$ cat src/rtl/ca_pipe_pkg.sv
// Shared pipeline definitions: operand-select encodings, register address width
// and the per-stage tag records carried alongside instructions.
package ca_pipe_pkg;

    localparam int REG_ADDR_W = 5;

    localparam logic [1:0] FWD_EX  = 2'b00;
    localparam logic [1:0] FWD_MEM = 2'b10;
    localparam logic [1:0] FWD_WB  = 2'b01;

    // Tag held in MEM and WB: only what is needed to decide a forward.
    typedef struct packed {
        logic [REG_ADDR_W-1:0] rd;
        logic                  regwrite;
        logic                  valid;
    } stage_tag_t;

    // Tag held in EX: also carries sources and the load flag for hazard checks.
    typedef struct packed {
        logic [REG_ADDR_W-1:0] rs1;
        logic [REG_ADDR_W-1:0] rs2;
        logic [REG_ADDR_W-1:0] rd;
        logic                  regwrite;
        logic                  memread;
        logic                  valid;
    } ex_tag_t;

    // A stage can supply a source when it really writes a non-x0 register of that number.
    function automatic logic tag_hits(input stage_tag_t t, input logic [REG_ADDR_W-1:0] src);
        return t.valid && t.regwrite && (t.rd != '0) && (t.rd == src);
    endfunction

endpackage

$ cat src/rtl/fwd_select.sv
// Operand bypass select for one EX source: MEM result beats WB data, else register file.
module fwd_select
    import ca_pipe_pkg::*;
(
    input  logic [REG_ADDR_W-1:0] src,
    input  stage_tag_t            mem_tag,
    input  stage_tag_t            wb_tag,
    output logic [1:0]            sel
);

    always_comb begin
        sel = FWD_EX;
        if (tag_hits(mem_tag, src)) begin
            sel = FWD_MEM;
        end else if (tag_hits(wb_tag, src)) begin
            sel = FWD_WB;
        end
    end

endmodule

$ cat src/rtl/hazard_forward_ctrl.sv
// Forwarding and load-use stall control for a 5-stage pipeline.
// Define HAZARD_PERF_CNT_EN to add the saturating stall-cycle counter output.
module hazard_forward_ctrl
    import ca_pipe_pkg::*;
(
    input  logic                  clk_i,
    input  logic                  rst_i,
    input  logic [REG_ADDR_W-1:0] id_rs1_i,
    input  logic [REG_ADDR_W-1:0] id_rs2_i,
    input  logic [REG_ADDR_W-1:0] id_rd_i,
    input  logic                  id_regwrite_i,
    input  logic                  id_memread_i,
    input  logic                  id_valid_i,
    input  logic                  flush_i,
    output logic [1:0]            fwd_a_o,
    output logic [1:0]            fwd_b_o,
    output logic                  stall_o
`ifdef HAZARD_PERF_CNT_EN
    ,
    output logic [31:0]           stall_cnt_o
`endif
);

    ex_tag_t    ex_q;
    ex_tag_t    ex_d;
    stage_tag_t mem_q;
    stage_tag_t wb_q;

    // Load in EX whose result the ID instruction needs before it exists.
    always_comb begin
        stall_o = ex_q.valid && ex_q.memread && (ex_q.rd != '0) && id_valid_i &&
                  ((ex_q.rd == id_rs1_i) || (ex_q.rd == id_rs2_i));
    end

    // Stalled, flushed and invalid ID instructions all enter EX as a fully cleared bubble.
    always_comb begin
        ex_d = '0;
        if (id_valid_i && !flush_i && !stall_o) begin
            ex_d.rs1      = id_rs1_i;
            ex_d.rs2      = id_rs2_i;
            ex_d.rd       = id_rd_i;
            ex_d.regwrite = id_regwrite_i;
            ex_d.memread  = id_memread_i;
            ex_d.valid    = 1'b1;
        end
    end

    always_ff @(posedge clk_i or posedge rst_i) begin
        if (rst_i) begin
            ex_q  <= '0;
            mem_q <= '0;
            wb_q  <= '0;
        end else begin
            ex_q  <= ex_d;
            mem_q <= '{rd: ex_q.rd, regwrite: ex_q.regwrite, valid: ex_q.valid};
            wb_q  <= mem_q;
        end
    end

    fwd_select u_fwd_a (
        .src     (ex_q.rs1),
        .mem_tag (mem_q),
        .wb_tag  (wb_q),
        .sel     (fwd_a_o)
    );

    fwd_select u_fwd_b (
        .src     (ex_q.rs2),
        .mem_tag (mem_q),
        .wb_tag  (wb_q),
        .sel     (fwd_b_o)
    );

`ifdef HAZARD_PERF_CNT_EN
    logic [31:0] stall_cnt_q;

    // Counts every stalled edge, including ones where a flush also squashes ID.
    always_ff @(posedge clk_i or posedge rst_i) begin
        if (rst_i) begin
            stall_cnt_q <= '0;
        end else if (stall_o && (stall_cnt_q != 32'hFFFF_FFFF)) begin
            stall_cnt_q <= stall_cnt_q + 32'd1;
        end
    end

    assign stall_cnt_o = stall_cnt_q;
`endif

endmodule

$ cat config.mk
export PLATFORM = sky130hd
export DESIGN_NAME = hazard_forward_ctrl
export DESIGN_NICKNAME = d
export VERILOG_FILES = /design/src/rtl/ca_pipe_pkg.sv /design/src/rtl/fwd_select.sv /design/src/rtl/hazard_forward_ctrl.sv
export SDC_FILE = /design/constraint.sdc
export NUM_CORES = 1
export LEC_CHECK = 0
export CELL_PAD_IN_SITES_DETAIL_PLACEMENT = 1
export CELL_PAD_IN_SITES_GLOBAL_PLACEMENT = 2
export CORE_MARGIN = 2
export CORE_UTILIZATION = 36
export DETAILED_ROUTE_END_ITERATION = 10
export DONT_BUFFER_PORTS = 1
export PLACE_DENSITY_LB_ADDON = 0.1
export REMOVE_ABC_BUFFERS = 1
export SYNTH_ARGS = -nofsm -noshare
export SYNTH_HDL_FRONTEND = slang
export SYNTH_HIERARCHICAL = 1
export SYNTH_SLANG_ARGS = --single-unit
$ cat constraint.sdc
create_clock -name clk_i -period 1.4 [get_ports clk_i]
set_input_delay 0.28 -clock clk_i [delete_from_list [all_inputs] [get_ports clk_i]]
set_output_delay 0.28 -clock clk_i [all_outputs]
set_load 0.005 [all_outputs]
==> results of run 1 <==
-- path summary, 6_finish.rpt --
path,start,endpoint,slack (ps),cells after the start
worst max register to register,ex_q[7]$_DFF_PP0_,ex_q[13]$_DFF_PP0_,0,6
worst min-delay path,id_rd_i[1],ex_q[4]$_DFF_PP0_,90,2
worst max-delay path,mem_q[5]$_DFF_PP0_,fwd_a_o[1],-460,4
min in group asynchronous,rst_i,ex_q[2]$_DFF_PP0_,520,3
worst min register to register,ex_q[2]$_DFF_PP0_,mem_q[1]$_DFF_PP0_,370,0
max in group asynchronous,rst_i,mem_q[2]$_DFF_PP0_,570,3
-- logic make-up (layout without fill, tap and decap cells) --
group | after synthesis | after routing | share of synthesized area (%)
AOI/OAI and AO/OA | 30 | 30 | 15.5
buffers and inverters | 9 | 45 | 2.99
DFF | 32 | 32 | 54.7
and+or+nand+nor | 34 | 34 | 11.2
xor gates and xnor gates | 26 | 26 | 15.6
-- metal layers --
metal  wire length (um)  track usage [%]
met2               2060             34.9
met5                  0                0
met1               1400             21.0
met4                 97             8.67
met3                179             5.67
-- layout make-up --
cell class	instances	area, um^2
clock buffers	6	72.6
clock inverters	2	35.0
fillers	407	1900
inverters	5	18.8
multi-input cells	90	785
flip-flops and latches	32	811
well taps	50	62.6
repair buffers	32	262
-- registers in the layout, indices dropped and copies added, names as in the netlist --
| register | flops |
|---|---|
| mem_q | 7 |
| ex_q | 18 |
| wb_q | 7 |
-- power by group --
group	internal, mW	switching (mW)	total, mW
sequential	0.963	0.0447	1.01
combinational	0.146	0.132	0.278
clock	0.528	0.344	0.872
total	1.64	0.521	2.16
-- metrics by stage --
stage,std cells,total power [mW]
global placement,201,1.22
finish,217,2.16
detailed placement,201,1.23
CTS,215,2.16
global route,217,2.26
floorplan,127,1.15
-- worst register-to-register path, stage by stage (launching register included) --
cell,delay (ps)
dfrtp_2,450
xnor2_2,180
nand3_2,110
o22ai_4,190
buf_6,140
buf_8,130
a21oi_1,80
-- cells in the final DEF (no fill, tap or decap), types with 2 or more instances in the layout --
cell type	instances
clkinv_1	4
buf_6	3
o41ai_4	2
a21oi_1	16
a2111oi_4	2
o211ai_1	2
buf_4	27
nor3_2	2
dfrtp_2	8
nand4_1	2
xor2_1	2
dfrtp_1	24
xnor2_2	11
nor4_1	2
a21oi_2	2
o21ai_0	2
nand2_1	19
clkbuf_8	5
xnor2_1	13
o2111ai_1	2
nand3_2	4
-- timing repair --
action                                  in CTS  in global routing
buffers inserted                             5                  2
pin swaps                                    7                 11
gates resized for setup                     21                 16
endpoints found under the setup margin      23                 23
hold buffers                                 1                  0
hold endpoints to repair                    32                  0
==> results.yml, run 1 <==
cts:
  cts_tree: "yes"
  cts_sinks: 32
  cts_root_buffer: "clkbuf_8"
  clockBufferDepth: 2
  clock_latency_ps: 290
  clkTransAtPathRegs_ps: 70
  numCtsBuffers: 5
  htree_levels: 2
synth:
  synth_top_flop_cell: "dfrtp_1"
  syn_area_um2: 1460
  yosysTopAreaCell: "dfrtp_1"
  yosys_warnings: 6
  yosysSeqAreaShare_pct: 54.7
  synthMostInstantiatedCell: "dfrtp_1"
  synth_edf_count: 0
  synthesis.area_per_instance_um2: 11.2
  synthArstFlopShare_pct: 100
  synth_common_cells: "32 x dfrtp_1, 24 x xnor2_1, 19 x nand2_1, 17 x a21oi_1, 5 x nand3_1"
  ys_types: 26
  synthTopCellsByArea: "dfrtp_1 55%, xnor2_1 14%, a21oi_1 5.8%"
  syn_inst: 131
  yosys.area.top_type_share_pct: 54.7
  synth-seq-cells: 32
critical_path:
  crit_required_ps: 1120
  path_max_fanout: 5
  cp_slowest_cell: "dfrtp_2"
  max_stage_delay_ps: 490
  startpoint_type: "register"
  critical_path.top_delay_family: "compound AO/OA/AOI/OAI gates"
  cp-end-kind: "output pin"
  crit_type: "reg -> out"
  cp.arrival_ps: 1580
  crit_buf_inv: 2
  crit_chain: "buf_6 > o41ai_4 > a2111oi_4 > buf_4"
floorplan:
  die_area_um2: 4590
  pin_count: 26
  rows: 23
  start_util_pct: 37.1
  die_y_um: 67.7
  die_w_um: 67.7
  core_um2: 3940
timing:
  rsz0062_at_grt: "yes"
  relSlewSlack_pct: 73.4
  setup_viol: 5
  finalWorstSetupSlack_ps: -463
  finClkSkew_ps: 7.76
  worst_pin_slew_ps: 398
  fin_crit_sh_pct: 133
  slew_viol_final: 0
  hold_violations: 0
  hold-worst-slack_ps: 89.4
  fin_crit_ps: 1860
  max_freq_mhz: 537
  fin_tns_setup_ps: -2060
worst_hold_path:
  worstHoldPathType: "in -> reg"
placement:
  place_congestion: 0.832
  dp_hpwl_um: 2750
  placed_area_um2: 1680
  dp_slack_ps: -234
  portBuffers: 0
layout:
  area_growth_syn_to_layout_pct: 39.9
  antenna_cells: 0
  nets: 187
  drive_gt1_share_pct: 43.1
  design_area_um2: 2050
  final_core_util_pct: 51.9
outcome:
  violations: "setup timing"
  status: "complete, but fails checks"
grt:
  grt_pass1_vias: 1242
  grt_remaining_overflow: 0
  grt_pass1_wl_um: 6170
  track_usage_pct: 19.5
  grt_start_max_net_pins: 33
  antenna_found_initial: 0
power:
  power.density_nw_per_um2: 1050
  p_leak_nw: 0.865
  ir_drop_v: 0.000500
drt:
  via_count: 1095
  drtIter0Drc: 10
  wl_per_cell_um: 17.2
  routed_wirelength_um: 3740
  drc: 0
  drt_pass1_iterations: 4
  avgViaCountPerCell: 5.05
  ant_nets: 0
flow_run:
  maxCapViolations: 0
(Power assumes the default switching activity.)
==> run 2, diff against run 1 <==
--- a/config.mk
+++ b/config.mk
@@ -13,6 +13,7 @@
 export DONT_BUFFER_PORTS = 1
 export PLACE_DENSITY_LB_ADDON = 0.1
 export REMOVE_ABC_BUFFERS = 1
+export SETUP_SLACK_MARGIN = 0.1
 export SYNTH_ARGS = -nofsm -noshare
 export SYNTH_HDL_FRONTEND = slang
 export SYNTH_HIERARCHICAL = 1
==> run 2 against run 1 <==
- the flow still finishes with violations (setup timing)
- combinational power is essentially flat
- routed wire length stayed put
- worst setup slack is the same
- critical path type unchanged
- count of clock-buffer cells in the layout is the same
- sequential cell count stayed put
==> results.yml, run 2 (synthesis gave the netlist of run 1 again) <==
drt:
  avgViaCountPerCell: 5.05
  routed_wirelength_um: 3740
  drtIter0Drc: 10
  drc: 0
  ant_nets: 0
  wl_per_cell_um: 17.2
  via_count: 1095
  drt_pass1_iterations: 4
grt:
  grt_util_met1_pct: 20.7
  grt_util_met2_pct: 35.2
  grt_pass1_wl_um: 6160
  grt_pass1_vias: 1249
  grt_start_max_net_pins: 33
  grt_remaining_overflow: 0
  antenna_found_initial: 0
  use_met3_pct: 5.67
  track_usage_pct: 19.4
  grt_busiest_layer: "met2"
cts:
  cts_sinks: 32
  numCtsBuffers: 5
  clkTransAtPathRegs_ps: 70
  cts_tree: "yes"
  clockBufferDepth: 2
  htree_levels: 2
  cts_root_buffer: "clkbuf_8"
  clock_latency_ps: 290
timing:
  max_freq_mhz: 537
  finClkSkew_ps: 7.76
  fin_crit_sh_pct: 133
  fin_crit_ps: 1860
  slew_viol_final: 0
  setup_viol: 5
  hold_violations: 0
  finalWorstSetupSlack_ps: -463
  relSlewSlack_pct: 73.4
  rsz0062_at_grt: "yes"
  fin_tns_setup_ps: -2060
  worst_pin_slew_ps: 398
  hold-worst-slack_ps: 89.4
layout:
  final_common_cell: "buf_4"
  biggestRegsByFlops: "ex_q (18), mem_q (7), wb_q (7)"
  largest-register: "ex_q"
  n_fill_cell: 407
  antenna_cells: 0
  layout_common_cells: "27 x buf_4, 24 x dfrtp_1, 19 x nand2_1"
  nets: 187
  largest_reg_flops: 18
  area_growth_syn_to_layout_pct: 39.9
  drive_gt1_share_pct: 43.1
flow_run:
  maxCapViolations: 0
floorplan:
  start_util_pct: 37.1
  rows: 23
  die_area_um2: 4590
  die_w_um: 67.7
  core_um2: 3940
  pin_count: 26
  die_y_um: 67.7
power:
  ir_drop_v: 0.000500
  pwr-share-clk_pct: 40.4
  seq_power_share_pct: 46.7
  switchingPower_uw: 521
  pwr-share-comb_pct: 12.9
  internal_power_mw: 1.64
  power.density_nw_per_um2: 1050
  switching_share_pct: 24.1
  p_leak_nw: 0.865
  power_mw: 2.16
critical_path:
  crit_required_ps: 1120
  timing.rr.end: "ex_q[13]$_DFF_PP0_"
  cp.arrival_ps: 1580
  reg2reg_from: "ex_q[7]$_DFF_PP0_"
  crit_type: "reg -> out"
  reg2reg_depth: 6
  r2r_slack_ps: 0
  cp-end-kind: "output pin"
  path_max_fanout: 5
  startpoint_type: "register"
placement:
  portBuffers: 0
  dp_slack_ps: -234
  place_congestion: 0.832
  dp_hpwl_um: 2750
worst_hold_path:
  worstHoldStart: "id_rd_i[1]"
  holdPathStages: 2
  hold_end: "ex_q[4]$_DFF_PP0_"
  worstHoldPathType: "in -> reg"
outcome:
  violations: "setup timing"
  status: "complete, but fails checks"
[run 2: per-layer routing]
| metal | up-vias | wire [um] |
|---|---|---|
| met5 | - | 0 |
| met4 | 0 | 97 |
| met3 | 7 | 179 |
| met2 | 26 | 2060 |
| met1 | 543 | 1400 |
| li1 | 519 | - |
[run 2: per-stage QoR]
step / area [um^2] / utilization (%) / std cells
2_1_floorplan: 1440 / - / 127
5_1_grt: 2050 / 51.9 / 217
4_1_cts: 1940 / 49.3 / 215
6_report: 2050 / 51.9 / 217
3_5_place_dp: 1680 / 42.6 / 201
3_3_place_gp: 1680 / 42.6 / 201
[run 2: layout make-up]
cell class | count | area (um^2) | share of cell area (%)
Clock buffer | 6 | 72.6 | 3.55
Clock inverter | 2 | 35.0 | 1.71
Inverter | 5 | 18.8 | 0.917
Multi-Input combinational cell | 90 | 785 | 38.3
Sequential cell | 32 | 811 | 39.6
Tap cell | 50 | 62.6 | 3.06
Timing Repair Buffer | 32 | 262 | 12.8
[run 2: what timing repair did]
| item | in CTS | in global routing |
|---|---|---|
| resized for setup | 21 | 16 |
| setup buffers | 5 | 2 |
| pin swaps | 7 | 11 |
| hold buffers | 1 | 0 |
| setup endpoints to repair | 23 | 23 |
| endpoints found under the hold margin | 32 | 0 |
[run 2: power by group through the flow]
stage | Clock, mW | Combinational (mW) | Sequential (mW)
floorplan | 0 | 0.138 | 1.01
global placement | 0 | 0.206 | 1.02
detailed placement | 0 | 0.213 | 1.02
CTS | 0.900 | 0.257 | 1.00
global route | 0.947 | 0.305 | 1.01
finish | 0.872 | 0.278 | 1.01
[run 2: critical path: stages, from the launching register on]
cell and delay, ps:
dfrtp_2 490, buf_6 150, o41ai_4 380, a2111oi_4 130
buf_4 160
[run 2: worst max-delay path by stage]
| stage | startpoint | endpoint | slack, ps | cells past startpoint |
|---|---|---|---|---|
| 2_1_floorplan | ex_q[3]$_DFF_PP0_ | stall_o | -140 | 4 |
| 3_3_place_gp | mem_q[3]$_DFF_PP0_ | fwd_b_o[1] | -170 | 4 |
| 3_5_place_dp | mem_q[3]$_DFF_PP0_ | fwd_b_o[1] | -230 | 4 |
| 4_1_cts | mem_q[4]$_DFF_PP0_ | fwd_a_o[0] | -450 | 3 |
| 5_1_grt | mem_q[5]$_DFF_PP0_ | fwd_a_o[1] | -550 | 4 |
| 6_report | mem_q[5]$_DFF_PP0_ | fwd_a_o[1] | -460 | 4 |
==> run 3, diff against run 2 <==
--- a/config.mk
+++ b/config.mk
@@ -7,6 +7,7 @@
 export LEC_CHECK = 0
 export CELL_PAD_IN_SITES_DETAIL_PLACEMENT = 1
 export CELL_PAD_IN_SITES_GLOBAL_PLACEMENT = 2
+export CORE_ASPECT_RATIO = 1.2
 export CORE_MARGIN = 2
 export CORE_UTILIZATION = 36
 export DETAILED_ROUTE_END_ITERATION = 10
==> run 3 against run 2 <==
- the run still ends with setup timing left
- sequential power about the same
- fmax down 0.46%
- clock skew about the same
- first-iteration DRC count rose to 2.5 times the previous value
- sequential cell count unchanged
- register-to-register slack better by 20 ps
==> results.yml, run 3 (synthesis gave the netlist of run 1 again) <==
layout:
  antenna_cells: 0
  nets: 188
  final_core_util_pct: 55.5
  drive_gt1_share_pct: 54.2
  seq_area_um2: 811
  n_fill_cell: 419
  design_area_um2: 2170
  biggestRegsByFlops: "ex_q (18), mem_q (7), wb_q (7)"
  area_growth_syn_to_layout_pct: 48.3
  largest_reg_flops: 18
  multi_input_area_um2: 846
  final_common_cell: "buf_4"
  layout_common_cells: "25 x buf_4, 24 x dfrtp_1, 19 x nand2_1"
  largest-register: "ex_q"
drt:
  avgViaCountPerCell: 5.01
  routed_wirelength_um: 3870
  ant_nets: 0
  drc: 0
  drt_pass1_iterations: 2
  wl_per_cell_um: 17.4
  via_count: 1112
  drtIter0Drc: 25
critical_path:
  path_max_fanout: 5
  crit_chain: "buf_6 > o41ai_4 > a2111oi_4 > nor3_2"
  cp.arrival_ps: 1590
  startpoint_type: "register"
  crit_type: "reg -> out"
  timing.rr.end: "ex_q[3]$_DFF_PP0_"
  reg2reg_from: "ex_q[7]$_DFF_PP0_"
  max_stage_delay_ps: 460
  cp_slowest_cell: "dfrtp_2"
  reg2reg_depth: 6
  crit_required_ps: 1120
  r2r_slack_ps: 20
  cp-end-kind: "output pin"
grt:
  grt_remaining_overflow: 0
  track_usage_pct: 17.5
  grt_pass1_vias: 1261
  antenna_found_initial: 0
  grt_pass1_wl_um: 5970
  grt_start_max_net_pins: 33
flow_run:
  maxCapViolations: 0
timing:
  setup_viol: 5
  worst_pin_slew_ps: 401
  hold_violations: 0
  finalWorstSetupSlack_ps: -472
  fin_crit_ps: 1870
  relSlewSlack_pct: 73.3
  finClkSkew_ps: 7.40
  hold-worst-slack_ps: 115
  max_freq_mhz: 534
  rsz0062_at_grt: "yes"
  fin_crit_sh_pct: 134
  slew_viol_final: 0
  fin_tns_setup_ps: -2070
cts:
  cts_sinks: 32
  cts_tree: "yes"
  numCtsBuffers: 5
  clockBufferDepth: 2
  cts_root_buffer: "clkbuf_8"
  clock_latency_ps: 280
  clkTransAtPathRegs_ps: 70
  htree_levels: 2
outcome:
  status: "complete, but fails checks"
  violations: "setup timing"
placement:
  dp_hpwl_um: 2710
  placed_area_um2: 1680
  place_congestion: 0.762
  portBuffers: 0
floorplan:
  core_um2: 3910
  die_w_um: 62.2
  start_util_pct: 37.4
  die_area_um2: 4590
  die_y_um: 73.8
  rows: 25
  pin_count: 26
worst_hold_path:
  hold_end: "ex_q[7]$_DFF_PP0_"
  worstHoldPathType: "in -> reg"
  worstHoldStart: "id_rd_i[4]"
  holdPathStages: 2
power:
  ir_drop_v: 0.000832
  power.density_nw_per_um2: 1050
  power_mw: 2.27
  p_leak_nw: 0.881
[run 3: cell types whose count changed in the layout (fill, tap and decap cells not counted), sizes merged]
| cell | before | now |
|---|---|---|
| clkinv | 5 | 4 |
| clkbuf | 6 | 7 |
| buf | 31 | 32 |
[run 3: through the flow]
stage               instances  worst slack (ps)
floorplan                 127              -140
global placement          204              -122
detailed placement        204              -151
CTS                       216              -415
global route              222              -526
finish                    222              -472
[run 3: how the worst max path moves through the flow]
| stage | start | to | slack, ps |
|---|---|---|---|
| floorplan | ex_q[3]$_DFF_PP0_ | stall_o | -140 |
| global placement | mem_q[4]$_DFF_PP0_ | fwd_b_o[1] | -120 |
| detailed placement | mem_q[2]$_DFF_PP0_ | fwd_a_o[1] | -150 |
| CTS | mem_q[2]$_DFF_PP0_ | fwd_b_o[1] | -420 |
| global route | mem_q[2]$_DFF_PP0_ | fwd_a_o[0] | -530 |
| finish | mem_q[2]$_DFF_PP0_ | fwd_a_o[0] | -470 |
[run 3: cell type report]
type	count	share of cell area [%]
Clock inverter	1	1.38
Inverter	5	0.865
Tap cell	54	3.11
Multi-Input combinational cell	90	39.0
Timing Repair Buffer	33	13.8
Sequential cell	32	37.4
Clock buffer	7	4.44
[run 3: report_power, final]
part	switching (mW)	leakage [nW]	total [mW]	internal, mW
registers	0.0447	0.417	1.01	0.963
clock network	0.334	0.0645	0.962	0.628
logic	0.145	0.400	0.304	0.159
[run 3: routing by layer]
metal	part of all wire (%)	GRT usage [%]
met1	37	17.1
met2	59	33.6
met3	3.6	4.75
met4	0.59	10.1
met5	0	0
[run 3: timing repair]
action	CTS	global route
setup endpoints to repair	23	23
endpoints found under the hold margin	32	0
pin swaps	12	9
resized for setup	32	25
gates cloned	1	0
buffers inserted	2	6
hold buffers	1	0
[run 3: worst max-delay path, delay by kind of cell, from the launching register on]
family                 cells  cell delay [ps]
AO/OA/AOI/OAI              2              550
flip-flops                 1              460
AND/OR/NAND/NOR            1              170
buffers and inverters      1              140
